[config.mk]
export PLATFORM = sky130hd
export DESIGN_NAME = rv32i_lsu
export DESIGN_NICKNAME = d
export VERILOG_FILES = /design/src/rtl/rv32i_lsu_pkg.sv /design/src/rtl/rv32i_lsu_align.sv /design/src/rtl/rv32i_lsu.sv
export SDC_FILE = /design/constraint.sdc
export NUM_CORES = 1
export LEC_CHECK = 0
export CORE_MARGIN = 4
export CORE_UTILIZATION = 30
export CTS_BUF_LIST = sky130_fd_sc_hd__clkbuf_16
export DETAILED_ROUTE_END_ITERATION = 16
export HOLD_SLACK_MARGIN = 0.05
export PLACE_DENSITY = 0.59
export REMOVE_ABC_BUFFERS = 1
export SLEW_MARGIN = 20
export SYNTH_ARGS = -nofsm -noshare
export SYNTH_HDL_FRONTEND = slang
export SYNTH_SLANG_ARGS = --single-unit
[constraint.sdc]
create_clock -name clk -period 2.98 [get_ports clk]
set_clock_uncertainty 0.15 [all_clocks]
set_input_delay 0.596 -clock clk [delete_from_list [all_inputs] [get_ports clk]]
set_output_delay 0.596 -clock clk [all_outputs]
set_load 0.02 [all_outputs]
[src/rtl/rv32i_lsu_pkg.sv]
`timescale 1ns/1ps
`default_nettype none
// ============================================================================
//  Module   : RV32I_core_utils_package
//  Purpose  : Shared types and constants for the RV32I multicycle core.
//             Holds the decoded memory-op / memory-size encodings, the
//             load/store unit state type and the byte-enable base patterns.
//  Ports    : none (package)
//  Revision : 1.0 - initial load/store unit types
// ============================================================================
package RV32I_core_utils_package;

    // Decoded memory operation driven by the decode stage.
    typedef enum logic [1:0] {
        MEM_NOOP  = 2'b00,
        MEM_LOAD  = 2'b01,
        MEM_STORE = 2'b10
    } memory_op_t;

    // Access width; 2'b11 is not a legal RV32I size.
    typedef enum logic [1:0] {
        BYTE      = 2'b00,
        HALF_WORD = 2'b01,
        WORD      = 2'b10
    } memory_size_t;

    // Load/store unit control states.
    typedef enum logic [1:0] {
        LSU_IDLE = 2'b00,
        LSU_REQ  = 2'b01,
        LSU_WAIT = 2'b10,
        LSU_DONE = 2'b11
    } lsu_state_t;

    // Byte-enable base patterns, shifted by the byte offset for sub-word accesses.
    localparam logic [3:0] BE_BYTE = 4'b0001;
    localparam logic [3:0] BE_HALF = 4'b0011;
    localparam logic [3:0] BE_WORD = 4'b1111;

endpackage : RV32I_core_utils_package
`default_nettype wire

[src/rtl/rv32i_lsu_align.sv]
`timescale 1ns/1ps
`default_nettype none
// ============================================================================
//  Module   : rv32i_lsu_align
//  Purpose  : Purely combinational data-path helper of the load/store unit.
//             Checks alignment, builds byte enables, replicates store data
//             across byte lanes and extracts/extends load data.
//  Ports    : i_size        access size (memory_size_t encoding)
//             i_offset      byte offset within the word (addr[1:0])
//             i_unsigned    zero-extend sub-word loads when set
//             i_store_data  rs2 value
//             i_rdata       word returned by data memory
//             o_misaligned  access is misaligned or the size is illegal
//             o_be          byte enables for the bus
//             o_wdata       lane-replicated store data
//             o_load_data   aligned, extended load result
//  Revision : 1.0 - initial version
// ============================================================================
module rv32i_lsu_align
    import RV32I_core_utils_package::*;
(
    input  logic [1:0]  i_size,
    input  logic [1:0]  i_offset,
    input  logic        i_unsigned,
    input  logic [31:0] i_store_data,
    input  logic [31:0] i_rdata,
    output logic        o_misaligned,
    output logic [3:0]  o_be,
    output logic [31:0] o_wdata,
    output logic [31:0] o_load_data
);

    logic [7:0]  w_byte_lane;
    logic [15:0] w_half_lane;

    // Lane selection; a half-word access is only ever issued aligned, so
    // offset[1] alone picks its lane.
    always_comb begin
        case (i_offset)
            2'd0:    w_byte_lane = i_rdata[7:0];
            2'd1:    w_byte_lane = i_rdata[15:8];
            2'd2:    w_byte_lane = i_rdata[23:16];
            default: w_byte_lane = i_rdata[31:24];
        endcase
        w_half_lane = i_offset[1] ? i_rdata[31:16] : i_rdata[15:0];
    end

    always_comb begin
        o_misaligned = 1'b0;
        o_be         = 4'b0000;
        o_wdata      = i_store_data;
        o_load_data  = i_rdata;
        case (i_size)
            BYTE: begin
                o_be        = BE_BYTE << i_offset;
                o_wdata     = {4{i_store_data[7:0]}};
                o_load_data = {{24{w_byte_lane[7] & ~i_unsigned}}, w_byte_lane};
            end
            HALF_WORD: begin
                o_misaligned = i_offset[0];
                o_be         = BE_HALF << i_offset;
                o_wdata      = {2{i_store_data[15:0]}};
                o_load_data  = {{16{w_half_lane[15] & ~i_unsigned}}, w_half_lane};
            end
            WORD: begin
                o_misaligned = |i_offset;
                o_be         = BE_WORD;
            end
            default: begin
                o_misaligned = 1'b1;
            end
        endcase
    end

endmodule : rv32i_lsu_align
`default_nettype wire

[src/rtl/rv32i_lsu.sv]
`timescale 1ns/1ps
`default_nettype none
// ============================================================================
//  Module   : rv32i_lsu
//  Purpose  : Load/store unit of the multicycle RV32I core. Runs a single
//             data-memory transaction over a req/gnt/rvalid bus and returns
//             aligned, extended load data with a one-cycle done pulse.
//  Ports    : clk, rst_n            clock, asynchronous active-low reset
//             i_start               begin memory phase (sampled in IDLE only)
//             i_mem_op, i_mem_size  decoded operation and access size
//             i_unsigned            zero-extend LBU/LHU
//             i_addr, i_store_data  effective address and rs2
//             o_busy, o_done        status / completion pulse
//             o_misaligned          valid with o_done, no bus cycle issued
//             o_load_data           extended load result, held until next load
//             o_dmem_*              registered request side of the bus
//             i_dmem_gnt/rvalid/rdata  bus responses
//  Revision : 1.0 - initial version
// ============================================================================
module rv32i_lsu
    import RV32I_core_utils_package::*;
#(
    parameter int ADDR_W = 32
) (
    input  logic              clk,
    input  logic              rst_n,
    input  logic              i_start,
    input  logic [1:0]        i_mem_op,
    input  logic [1:0]        i_mem_size,
    input  logic              i_unsigned,
    input  logic [ADDR_W-1:0] i_addr,
    input  logic [31:0]       i_store_data,
    output logic              o_busy,
    output logic              o_done,
    output logic              o_misaligned,
    output logic [31:0]       o_load_data,
    output logic              o_dmem_req,
    output logic              o_dmem_we,
    output logic [ADDR_W-1:0] o_dmem_addr,
    output logic [3:0]        o_dmem_be,
    output logic [31:0]       o_dmem_wdata,
    input  logic              i_dmem_gnt,
    input  logic              i_dmem_rvalid,
    input  logic [31:0]       i_dmem_rdata
);

    lsu_state_t        state_q, state_d;
    logic [1:0]        op_q, op_d;
    logic [1:0]        size_q, size_d;
    logic              uns_q, uns_d;
    logic [1:0]        off_q, off_d;
    logic              mis_q, mis_d;
    logic [31:0]       ld_q, ld_d;
    logic              req_q, req_d;
    logic              we_q, we_d;
    logic [ADDR_W-1:0] addr_q, addr_d;
    logic [3:0]        be_q, be_d;
    logic [31:0]       wdata_q, wdata_d;

    logic              w_idle;
    logic [1:0]        w_size;
    logic [1:0]        w_offset;
    logic              w_unsigned;
    logic              w_misaligned;
    logic [3:0]        w_be;
    logic [31:0]       w_wdata;
    logic [31:0]       w_load_data;

    // One align instance serves both phases: in IDLE it sees the live
    // request (for checking and bus setup), afterwards the latched one (for
    // load extraction), since the decode inputs may change once busy.
    assign w_idle     = (state_q == LSU_IDLE);
    assign w_size     = w_idle ? i_mem_size  : size_q;
    assign w_offset   = w_idle ? i_addr[1:0] : off_q;
    assign w_unsigned = w_idle ? i_unsigned  : uns_q;

    rv32i_lsu_align u_align (
        .i_size       (w_size),
        .i_offset     (w_offset),
        .i_unsigned   (w_unsigned),
        .i_store_data (i_store_data),
        .i_rdata      (i_dmem_rdata),
        .o_misaligned (w_misaligned),
        .o_be         (w_be),
        .o_wdata      (w_wdata),
        .o_load_data  (w_load_data)
    );

    always_comb begin
        state_d = state_q;
        op_d    = op_q;
        size_d  = size_q;
        uns_d   = uns_q;
        off_d   = off_q;
        mis_d   = mis_q;
        ld_d    = ld_q;
        req_d   = req_q;
        we_d    = we_q;
        addr_d  = addr_q;
        be_d    = be_q;
        wdata_d = wdata_q;
        case (state_q)
            LSU_IDLE: begin
                if (i_start) begin
                    op_d   = i_mem_op;
                    size_d = i_mem_size;
                    uns_d  = i_unsigned;
                    off_d  = i_addr[1:0];
                    if ((i_mem_op == MEM_LOAD) || (i_mem_op == MEM_STORE)) begin
                        if (w_misaligned) begin
                            // Rejected before any bus activity.
                            mis_d   = 1'b1;
                            state_d = LSU_DONE;
                        end else begin
                            req_d   = 1'b1;
                            we_d    = (i_mem_op == MEM_STORE);
                            addr_d  = {i_addr[ADDR_W-1:2], 2'b00};
                            be_d    = w_be;
                            wdata_d = (i_mem_op == MEM_STORE) ? w_wdata : 32'd0;
                            state_d = LSU_REQ;
                        end
                    end else begin
                        state_d = LSU_DONE;
                    end
                end
            end
            LSU_REQ: begin
                // Bus fields stay frozen until the grant, then clear together.
                if (i_dmem_gnt) begin
                    req_d   = 1'b0;
                    we_d    = 1'b0;
                    addr_d  = '0;
                    be_d    = 4'b0000;
                    wdata_d = 32'd0;
                    state_d = (op_q == MEM_STORE) ? LSU_DONE : LSU_WAIT;
                end
            end
            LSU_WAIT: begin
                if (i_dmem_rvalid) begin
                    ld_d    = w_load_data;
                    state_d = LSU_DONE;
                end
            end
            LSU_DONE: begin
                mis_d   = 1'b0;
                state_d = LSU_IDLE;
            end
            default: begin
                state_d = LSU_IDLE;
            end
        endcase
    end

    always_ff @(posedge clk or negedge rst_n) begin
        if (!rst_n) begin
            state_q <= LSU_IDLE;
            op_q    <= 2'b00;
            size_q  <= 2'b00;
            uns_q   <= 1'b0;
            off_q   <= 2'b00;
            mis_q   <= 1'b0;
            ld_q    <= 32'd0;
            req_q   <= 1'b0;
            we_q    <= 1'b0;
            addr_q  <= '0;
            be_q    <= 4'b0000;
            wdata_q <= 32'd0;
        end else begin
            state_q <= state_d;
            op_q    <= op_d;
            size_q  <= size_d;
            uns_q   <= uns_d;
            off_q   <= off_d;
            mis_q   <= mis_d;
            ld_q    <= ld_d;
            req_q   <= req_d;
            we_q    <= we_d;
            addr_q  <= addr_d;
            be_q    <= be_d;
            wdata_q <= wdata_d;
        end
    end

    assign o_busy       = (state_q != LSU_IDLE);
    assign o_done       = (state_q == LSU_DONE);
    assign o_misaligned = mis_q;
    assign o_load_data  = ld_q;
    assign o_dmem_req   = req_q;
    assign o_dmem_we    = we_q;
    assign o_dmem_addr  = addr_q;
    assign o_dmem_be    = be_q;
    assign o_dmem_wdata = wdata_q;

endmodule : rv32i_lsu
`default_nettype wire
==> metrics.txt <==
result of the run=finished, final reports clean; sum of net half-perimeters after detailed placement=13800 µm; Post-synth EDFFs=0; clock slew seen by the registers of the worst setup and hold paths=80 ps; MaxCap Viol Count=0; # fillers=1903; combinational share of power=57.0%; max-slew violations=0; Final Hold Fails=0; DR WL/cell=17.7 µm; count of input and output buffers=208; startpoint type of the worst setup path=flop; first-pass GRT wire length=30700 µm; critical path fanouts, max=11; sequential power share=28.0%; proportion of layout cells with a drive suffix above 1=13.9%; Min Hold Slack=338 ps; critical path class=flop to output port; fmax=0.347 GHz; number of DRC violations after detailed routing=0; antenna violations before repair=0; pin count of the biggest net entering global routing=69; floorplan die width=148 µm; Placement Setup Slack=-67.2 ps; combined global-route utilization of all metal layers=17.5%; number of H-tree levels=3; DRT antenna net count=0; least setup slack across all paths after layout=102 ps; detailed-route vias per instance=4.87; headroom to the max-slew limit=54.7%; IR Drop Worst-Case VDD=436 µV; effective utilization at floorplan=30.5%; synthesized area divided by synthesized cell count=9.59 µm²; Sw Ratio=42.3%; initial DRC count=223; clk root buf=clkbuf_16; number of sinks handled by clock tree synthesis=110; standard-cell rows=51; Vert. Die Dim=148 µm; insertion delay to the later sink of the worst-skew pair=350 ps; Final #Nets=932; final wirelength=19300 µm; GRT Residual Overflow=0; fraction of the yosys area taken by sequential cells=46.6%; global placer's final weighted congestion=0.799; prevailing post-synth register cell=dfrtp_1; count of inserted antenna diode cells=0; Post-CTS Setup Inserts=0; switching power total=3.60 mW; CP endpoint kind=output port; Die Outline Area=22000 µm²; Ports=211; power per standard cell area=976 nW/µm²; CTS tree=yes; number of instances in the synthesized netlist=616; fraction of the core area covered by cells at the end of the flow=45.0%; Clock Power Share=15.1%; core outline area=19400 µm²; Synth Register Bits=110; number of warnings issued by yosys=0; leakage power of the design=3.60 nW; arrival time of data at the critical path endpoint=2130 ps; Vias=5311; unrepaired setup endpoints after global routing=false; number of distinct standard cells referenced by the synthesized netlist=54; vias in the first global route=5510; post-route fraction of the period consumed by the critical path=96.6%; Post-Synthesis Cell Area=5910 µm²; layout overhead on the synthesized area=47.6%; Internal=4.91 mW; placed inst area=8380 µm²; slew at the pin with the worst max-slew slack=676 ps; count of endpoints failing setup in the final report=0; number of buffers inserted during clock tree synthesis=9; total non-filler cell area in the finished layout=8720 µm²; clock period minus final worst setup slack=2880 ps; required time of the critical path=2230 ps; fraction of registers with async set or reset after synthesis=100%; Pre-antenna DRT Iters=4; maximum clock path buffer count=2; Total Power Consumption=8.51 mW; type of the worst min-delay path=flop to flop
==> cell usage after synthesis (5+ instances only) <==
cell / n / area share, %
a31oi_1: 12 / 1.3
a22oi_1: 9 / 1.1
a31o_2: 9 / 1.3
inv_1: 114 / 7.2
or3_1: 7 / 0.74
nor2_1: 48 / 3.0
nand2_1: 31 / 2.0
o32ai_2: 20 / 5.5
ha_1: 5 / 1.1
dfrtp_1: 110 / 47
nor3_1: 13 / 1.1
mux2_2: 19 / 3.6
buf_6: 6 / 1.1
buf_2: 17 / 1.4
o21ai_0: 8 / 0.68
o32ai_1: 46 / 6.8
a21oi_1: 54 / 4.6
o22ai_1: 17 / 1.8
clkbuf_1: 21 / 1.3
==> path summary, 6_finish.rpt <==
check	from	to	slack [ps]	cells after the start
setup / recovery	state_q[0]	o_busy	100	5
hold / removal	op_q[0]	op_q[0]	340	2
setup reg to reg	state_q[0]	o_load_data[7]	200	7
hold reg to reg	op_q[0]	op_q[0]	340	2
max in group asynchronous	rst_n	o_dmem_wdata[8]	1420	3
min in group asynchronous	rst_n	o_load_data[16]	570	2
==> state kept, by name, summed over array words and instances (netlist names) <==
register      flops
o_dmem_addr      30
o_dmem_be         4
o_dmem_req        1
o_dmem_wdata     32
o_dmem_we         1
o_load_data      32
o_misaligned      1
off_q             2
op_q              2
size_q            2
state_q           2
uns_q             1
==> cells in the final DEF (no fill, tap or decap), types with 2 or more instances in the layout <==
cell             Yosys  final
ha_1                 5      4
a31o_2               9      9
a21oi_1             54     54
mux2i_4              2      3
conb_1               1      2
a31oi_1             12     12
o31ai_1              2      2
nand2_1             31     31
dfrtp_1            110    110
inv_1              114    115
nor3_1              13     13
buf_4                4     30
nor2b_1              4      4
o211ai_1             2      2
clkinvlp_4           0      2
nor2_1              48     48
nand3b_1             2      2
mux2_2              19     19
o21ai_0              8      8
o32ai_1             46     46
o221ai_1             2      2
buf_12               0      5
or3_1                7      7
a22oi_1              9      9
o32ai_2             20     20
nand2b_1             4      4
o22ai_1             17     17
clkdlybuf4s50_1      0    207
clkbuf_16            0      9
==> critical path: stages (launching register included) <==
cell and delay [ps]:
dfrtp_1 430, inv_1 90, ha_2 290, buf_4 190, inv_2 140, clkdlybuf4s50_1 630
==> metrics by stage <==
stage                     cells  setup TNS, ps
final                      1091              0
after global routing       1091              0
after CTS                  1090              0
after detailed placement   1073           -798
after global placement     1073           -241
after floorplan             567         -41130
==> power by group through the flow <==
stage	registers [mW]	clock network (mW)	logic [mW]
after floorplan	2.94	0	2.13
after global placement	2.40	0	4.83
after detailed placement	2.40	0	4.86
after CTS	2.39	1.33	4.89
after global routing	2.46	1.38	5.27
final	2.38	1.28	4.85
==> logic make-up after synthesis <==
family                     count (synthesis)  synth area share [%]
muxes                                     24                  4.96
AOI/OAI and AO/OA                        192                  25.9
other                                      1                0.0635
buffers and inverters                    165                  11.9
DFF                                      110                  46.6
and+or+nand+nor                          119                  9.51
adders and majority gates                  5                  1.06
==> metal layers <==
metal | GRT usage, % | wire length (µm) | vias up
met5 | 0 | 0 | -
met4 | 4.25 | 229 | 0
met3 | 6.34 | 1720 | 21
met2 | 27.6 | 8890 | 207
met1 | 23.1 | 8510 | 2520
li1 | - | - | 2563
==> timing repair <==
action | 4_1_cts | 5_1_grt
resized for setup | 1 | 0
hold buffers | 1 | 0
hold endpoints to repair | 30 | 0
setup endpoints to repair | 7 | 0
==> layout make-up <==
cell class / count / area [µm²] / share of cell area (%)
multi-input cells: 342 / 2490 / 28.5
well taps: 265 / 332 / 3.80
repair buffers: 243 / 2410 / 27.6
clock buffers: 9 / 225 / 2.58
flip-flops and latches: 110 / 2750 / 31.6
inverters: 115 / 432 / 4.95
clock inverters: 7 / 85.1 / 0.975
Note: power is estimated with default switching activity, not from simulation.
